`config.mk`:
```
export PLATFORM = sky130hd
export DESIGN_NAME = dft_stage_sched
export DESIGN_NICKNAME = d
export VERILOG_FILES = /design/src/rtl/dft_pkg.sv /design/src/rtl/dft_issue_pipe.sv /design/src/rtl/dft_stage_sched.sv
export SDC_FILE = /design/constraint.sdc
export NUM_CORES = 1
export LEC_CHECK = 0
export CAP_MARGIN = 5
export CORE_AREA = 2 2 53 55
export CTS_CLUSTER_DIAMETER = 40
export DETAILED_ROUTE_END_ITERATION = 8
export DIE_AREA = 0 0 55 57
export HOLD_SLACK_MARGIN = 0.15
export PLACE_DENSITY = 0.91
export SYNTH_ARGS = -nofsm -noshare
export SYNTH_HDL_FRONTEND = slang
export SYNTH_HIERARCHICAL = 1
export SYNTH_SLANG_ARGS = --single-unit
```
`constraint.sdc`:
```
create_clock -name i_CLK -period 4.21 [get_ports i_CLK]
set_input_delay 0.6315 -clock i_CLK [delete_from_list [all_inputs] [get_ports i_CLK]]
set_output_delay 0.6315 -clock i_CLK [all_outputs]
set_load 0.01 [all_outputs]
```
`src/rtl/dft_pkg.sv`:
```
// Shared types and index helpers for the radix-2 DIT stage scheduler.
// Defining DFT_BITREV_LOAD_EN adds the S_LOAD state used by the bit-reversed load pass.
package dft_pkg;

    localparam int DFT_STAGE_W = 4;

    typedef enum logic [2:0] {
        S_IDLE,
        S_RUN,
        S_GAP_WAIT,
        S_FLUSH,
        S_DONE
`ifdef DFT_BITREV_LOAD_EN
        , S_LOAD
`endif
    } sched_state_t;

    // Twiddle index for butterfly position pos within a group of stage s.
    function automatic logic [15:0] tw_addr_f(input logic [DFT_STAGE_W-1:0] s,
                                              input logic [15:0] pos,
                                              input int n_log2);
        return pos << (n_log2 - 1 - int'(s));
    endfunction

    function automatic logic [15:0] bitrev_f(input logic [15:0] k, input int n_log2);
        logic [15:0] r;
        r = '0;
        for (int i = 0; i < n_log2; i++) r[i] = k[n_log2 - 1 - i];
        return r;
    endfunction

endpackage

```
`src/rtl/dft_issue_pipe.sv`:
```
// Registers issue-time butterfly indices and stage so they line up with the
// one-cycle twiddle RAM read.
module dft_issue_pipe
    import dft_pkg::*;
#(
    parameter int N_LOG2 = 3
) (
    input  logic                   clk,
    input  logic                   rst_n,
    input  logic                   vld_p0,
    input  logic [N_LOG2-1:0]      top_p0,
    input  logic [N_LOG2-1:0]      bot_p0,
    input  logic [DFT_STAGE_W-1:0] stage_p0,
    output logic                   vld_p1,
    output logic [N_LOG2-1:0]      top_p1,
    output logic [N_LOG2-1:0]      bot_p1,
    output logic [DFT_STAGE_W-1:0] stage_p1
);

    // p0 -> p1: indices only advance when a butterfly actually issues
    always_ff @(posedge clk or negedge rst_n) begin
        if (!rst_n) begin
            vld_p1   <= 1'b0;
            top_p1   <= '0;
            bot_p1   <= '0;
            stage_p1 <= '0;
        end else begin
            vld_p1 <= vld_p0;
            if (vld_p0) begin
                top_p1   <= top_p0;
                bot_p1   <= bot_p0;
                stage_p1 <= stage_p0;
            end
        end
    end

endmodule

```
`src/rtl/dft_stage_sched.sv`:
```
// Stage/butterfly sequencer for an in-place radix-2 DIT DFT.
// Optional feature macro: DFT_BITREV_LOAD_EN (bit-reversed LOAD pass before RUN).
module dft_stage_sched
    import dft_pkg::*;
#(
    parameter int N_LOG2 = 3,
    parameter int GAP    = 2
) (
    input  logic                                     i_CLK,
    input  logic                                     i_RESET,
    input  logic                                     i_start,
    input  logic                                     i_stall,
    output logic                                     o_busy,
    output logic                                     o_done,
    output logic                                     o_tw_rden,
    output logic [((N_LOG2 > 1) ? N_LOG2 - 2 : 0):0] o_tw_addr,
    output logic                                     o_bf_valid,
    output logic [N_LOG2-1:0]                        o_bf_top,
    output logic [N_LOG2-1:0]                        o_bf_bot,
    output logic [DFT_STAGE_W-1:0]                   o_stage
`ifdef DFT_BITREV_LOAD_EN
    ,
    output logic                                     o_ld_valid,
    output logic [N_LOG2-1:0]                        o_ld_addr,
    output logic [N_LOG2-1:0]                        o_ld_rev
`endif
);

    localparam int BW = (N_LOG2 > 1) ? N_LOG2 - 1 : 1;
    localparam logic [BW-1:0]          B_ONE  = BW'(1);
    localparam logic [BW-1:0]          B_LAST = BW'((1 << (N_LOG2 - 1)) - 1);
    localparam logic [DFT_STAGE_W-1:0] S_ONE  = DFT_STAGE_W'(1);
    localparam logic [DFT_STAGE_W-1:0] S_LAST = DFT_STAGE_W'(N_LOG2 - 1);
    localparam logic [3:0]             G_LAST = 4'((GAP > 0) ? GAP - 1 : 0);

    sched_state_t           state;
    logic [DFT_STAGE_W-1:0] s;
    logic [BW-1:0]          b;
    logic [3:0]             g;

    logic [N_LOG2-1:0] half_p0, pos_p0, grp_p0, top_p0, bot_p0;
    logic              vld_p0;

`ifdef DFT_BITREV_LOAD_EN
    localparam logic [N_LOG2-1:0] K_ONE  = N_LOG2'(1);
    localparam logic [N_LOG2-1:0] K_LAST = '1;
    logic [N_LOG2-1:0] k;
`endif

    always_ff @(posedge i_CLK or negedge i_RESET) begin
        if (!i_RESET) begin
            state <= S_IDLE;
            s     <= '0;
            b     <= '0;
            g     <= '0;
`ifdef DFT_BITREV_LOAD_EN
            k     <= '0;
`endif
        end else begin
            case (state)
                S_IDLE: begin
                    if (i_start) begin
                        s <= '0;
                        b <= '0;
                        g <= '0;
`ifdef DFT_BITREV_LOAD_EN
                        k     <= '0;
                        state <= S_LOAD;
`else
                        state <= S_RUN;
`endif
                    end
                end
`ifdef DFT_BITREV_LOAD_EN
                S_LOAD: begin
                    if (!i_stall) begin
                        if (k == K_LAST) begin
                            k     <= '0;
                            state <= S_RUN;
                        end else begin
                            k <= k + K_ONE;
                        end
                    end
                end
`endif
                S_RUN: begin
                    // A stall freezes the stage-end decision as well as the issue
                    if (!i_stall) begin
                        if (b == B_LAST) begin
                            b <= '0;
                            if (s == S_LAST) begin
                                state <= S_FLUSH;
                            end else begin
                                s     <= s + S_ONE;
                                state <= (GAP == 0) ? S_RUN : S_GAP_WAIT;
                            end
                        end else begin
                            b <= b + B_ONE;
                        end
                    end
                end
                S_GAP_WAIT: begin
                    if (g == G_LAST) begin
                        g     <= '0;
                        state <= S_RUN;
                    end else begin
                        g <= g + 4'd1;
                    end
                end
                S_FLUSH: state <= S_DONE;
                S_DONE:  state <= S_IDLE;
                default: state <= S_IDLE;
            endcase
        end
    end

    // Issue stage (p0): indices of butterfly (s,b)
    always_comb begin
        half_p0 = N_LOG2'(1) << s;
        pos_p0  = N_LOG2'(b) & (half_p0 - N_LOG2'(1));
        grp_p0  = N_LOG2'(b) >> s;
        top_p0  = (grp_p0 << (s + S_ONE)) | pos_p0;
        bot_p0  = top_p0 + half_p0;
    end

    assign vld_p0    = (state == S_RUN) && !i_stall;
    assign o_tw_rden = vld_p0;
    assign o_tw_addr = BW'(tw_addr_f(s, 16'(pos_p0), N_LOG2));
    assign o_busy    = (state != S_IDLE);
    assign o_done    = (state == S_DONE);

`ifdef DFT_BITREV_LOAD_EN
    assign o_ld_valid = (state == S_LOAD) && !i_stall;
    assign o_ld_addr  = k;
    assign o_ld_rev   = N_LOG2'(bitrev_f(16'(k), N_LOG2));
`endif

    dft_issue_pipe #(.N_LOG2(N_LOG2)) u_issue (
        .clk      (i_CLK),
        .rst_n    (i_RESET),
        .vld_p0   (vld_p0),
        .top_p0   (top_p0),
        .bot_p0   (bot_p0),
        .stage_p0 (s),
        .vld_p1   (o_bf_valid),
        .top_p1   (o_bf_top),
        .bot_p1   (o_bf_bot),
        .stage_p1 (o_stage)
    );

endmodule

```
==> key figures <==
Synth
  • Synth top area share: a little over two fifths
  • Main synth FF type: dfrtp_1
  • Mapped Cells: between 100 and 150
  • Number of synthesized flops with an enable pin: 0
  • Top-count cell post-synth: dfrtp_1
  • Asr flop ratio synth: between 90% and 100%
  • Largest family of logic cells by synthesized area: simple AND/OR/NAND/NOR gates
  • Most common library cells after synthesis: dfrtp_1, mux2_4, nand2_1
  • Adder-Cell Fraction of Synth Area: under 10%
  • XOR/XNOR share of the synthesized area: less than 1%
  • Post-synth top area cell: dfrtp_1
  • Yosys warnings: 6
  • Synth Area in Compound Gates: between 10% and 20%
  • Synthesized net count: 144
  • Seq/Total Area, Yosys: a little over two fifths
  • Syn Std Cell Area: approximately 1400 µm²
  • Yosys cell types: 48
  • Mux cell area share after synthesis: approximately 13%
  • Post-synthesis simple-gate area fraction: 19.5%
  • Number of synthesized register bits: 24
  • Synth area leaders: dfrtp_1, mux2_4, ha_1, nand2b_1, o21ai_0
  • Avg Inst Size Synth: 10.8 µm²

Layout
  • # diodes: 0
  • Share of layout cells above drive strength 1: between 10% and 20%
  • Growth of design area from synthesis to finish: 17.8%
  • Nets: between 150 and 200

Floorplan
  • Full die area: around 3100 µm²
  • Core box area: approximately 2600 µm²
  • Die height: between 50 and 60 µm
  • Num rows: 19
  • Die W: roughly 55 µm
  • Ports: 20
  • Starting Density: 55.1%

Global routing
  • Largest net degree at the start of global routing: 25
  • Vias in the first global route: between 1000 and 1500
  • Total track usage: between 20% and 30%
  • First-pass GRT wire length: slightly above 5000 µm
  • Grt ovf: 0
  • Initial antenna violation count: 0

Drt
  • DR WL/cell: between 15 and 20 µm
  • Via count: between 1000 and 1500
  • Drt drc: 0
  • DR iter-0 viols: 22
  • Routed Antenna Nets: 0
  • Mean number of vias per cell: 6.05
  • Total wire length: ~2900 µm
  • Drt first pass iters: 4

Clock network
  • Post-CTS Hold Fix Bufs: 0
  • CTS tree: built
  • CTS buffer count: 3
  • H-tree depth: 1
  • Num Clock Sinks: 24
  • Post-CTS setup buffers: 0
  • Reg clk slew, reported paths: about 140 ps
  • Clock Tree Buf Depth: 2
  • Clk Latency, worst-skew pair: 320 ps
  • Post-cts resize count: 0
  • Root Buffer: clkbuf_4

Critical path
  • Worst-path fanout max: 10
  • CP max stage delay: approximately 600 ps
  • Crit. End Element: primary output
  • CP Class: reg2out
  • Worst path cell trace: inv_1 -> ha_1 -> nor4_1 -> clkdlybuf4s50_1
  • Reg2reg setup slack: roughly 1400 ps
  • Worst endpoint required time: between 3000 and 4000 ps
  • CP Launch Type: register
  • Top cell family by delay on the critical path: buffers and inverters
  • Crit path buffers/inverters: 2
  • WP data arrival: ~2400 ps
  • Critical-path top delay cell: clkdlybuf4s50_1

Power and ir drop
  • Int Power: roughly 0.00066 W
  • Combinational share of power: ~47%
  • Flop pwr share: 36.9%
  • Max IR drop VDD: roughly 360 µV
  • Switch share: roughly 36%
  • Psw: roughly 0.00037 W
  • Clock Power Share: 16.2%
  • PwrDens: about 610 nW/µm²
  • Leakage power: 0.744 nW

STA
  • Worst Max-Slew Pin Slew: between 1000 and 1500 ps
  • Fmax: about 330 MHz
  • Rel. slew slack: between 20% and 30%
  • Unrepaired setup endpoints after global routing: no
  • Clock Skew: around 7.7 ps
  • Max Slew Vio Count: 0
  • Hold Violations, Final: 0
  • Setup TNS: 0 ps
  • # setup viols final: 0
  • Post-route clock period utilization: a little under three quarters
  • Min cycle time layout: 3000 ps
  • Hold slack: around 530 ps

Placed design
  • Placer Congestion: between 0.7 and 0.8
  • IO Port Bufs: 19
  • HPWL Detailed: about 2100 µm

Min path
  • Hold Crit Class: reg2reg

Run status
  • Outcome: finished clean

Run
  • Max-Cap Viols: 0
-- flip-flops by register name (all words and copies together) (netlist names) --
signal and flops:
u_issue/vld_p1 1, u_issue/top_p1 3, g 4, u_issue/stage_p1 4, u_issue/bot_p1 3, state 3
s 4, b 2
-- stage by stage --
step | cell area [µm²] | std cells | utilization, % | setup WS, ps | total power, W
floorplan | 1440 | 133 | - | 1690 | 0.000705
global placement | 1640 | 178 | 62.9 | 1350 | 0.000840
detailed placement | 1640 | 178 | 62.9 | 1310 | 0.000876
CTS | 1700 | 182 | 64.9 | 1180 | 0.00105
global route | 1700 | 182 | 64.9 | 1050 | 0.00112
finish | 1700 | 182 | 64.9 | 1210 | 0.00103
-- cell type report --
cell class                      count  area, µm²
Sequential cell                    24        601
Fill cell                         218        918
Timing Repair Buffer               20        198
Inverter                            6       22.5
Multi-Input combinational cell     97        785
Clock inverter                      1       30.0
Clock buffer                        3       22.5
Tap cell                           31       38.8
-- metal layers --
layer | vias up | global-route usage, % | share of wire (%)
li1 | 533 | - | -
met1 | 538 | 27.7 | 42
met2 | 25 | 37.1 | 53
met3 | 5 | 3.40 | 3.7
met4 | 0 | 6.62 | 1.5
met5 | - | 0 | 0
-- logic make-up after synthesis --
logic type / count (synthesis)
adder cells (fa/ha/maj): 7
AO/OA/AOI/OAI: 29
multiplexers: 13
XOR/XNOR: 1
AND/OR/NAND/NOR: 47
buffers and inverters: 12
flip-flops: 24
-- power groups by stage --
stage | Clock, W | Sequential, W | Combinational, W
final | 0.000168 | 0.000381 | 0.000484
after CTS | 0.000174 | 0.000381 | 0.000493
after floorplan | 0 | 0.000364 | 0.000341
after global routing | 0.000184 | 0.000397 | 0.000534
after detailed placement | 0 | 0.000386 | 0.000490
after global placement | 0 | 0.000378 | 0.000462
-- path summary, 6_finish.rpt --
path	start	to	depth (start not counted)
setup / recovery	s[0]	o_tw_addr[1]	4
hold / removal	u_issue/top_p1[0]	u_issue/top_p1[0]	1
setup reg to reg	s[0]	u_issue/bot_p1[2]	9
hold reg to reg	u_issue/top_p1[0]	u_issue/top_p1[0]	1
max in group asynchronous	i_RESET	s[0]	1
min in group asynchronous	i_RESET	u_issue/top_p1[0]	1
-- cell usage in the layout (no fill, tap or decap), types with 2 or more instances in the layout --
cell	synthesis	layout
nor3b_1	2	2
clkbuf_4	0	3
nor3_1	3	3
a21oi_1	2	2
dfrtp_1	24	24
nand2b_1	6	6
o211ai_1	3	3
nor4b_1	2	2
mux2_2	2	2
inv_1	6	6
o21ai_0	6	6
or3_2	2	2
a221oi_1	2	2
nor4_1	4	4
nor2_1	6	6
a22o_1	2	2
mux2_4	10	10
a21o_1	2	2
nand3_1	2	2
nor2b_1	3	3
clkdlybuf4s50_1	0	19
nand2_1	8	8
ha_1	6	6
Note: power is estimated with default switching activity, not from simulation.
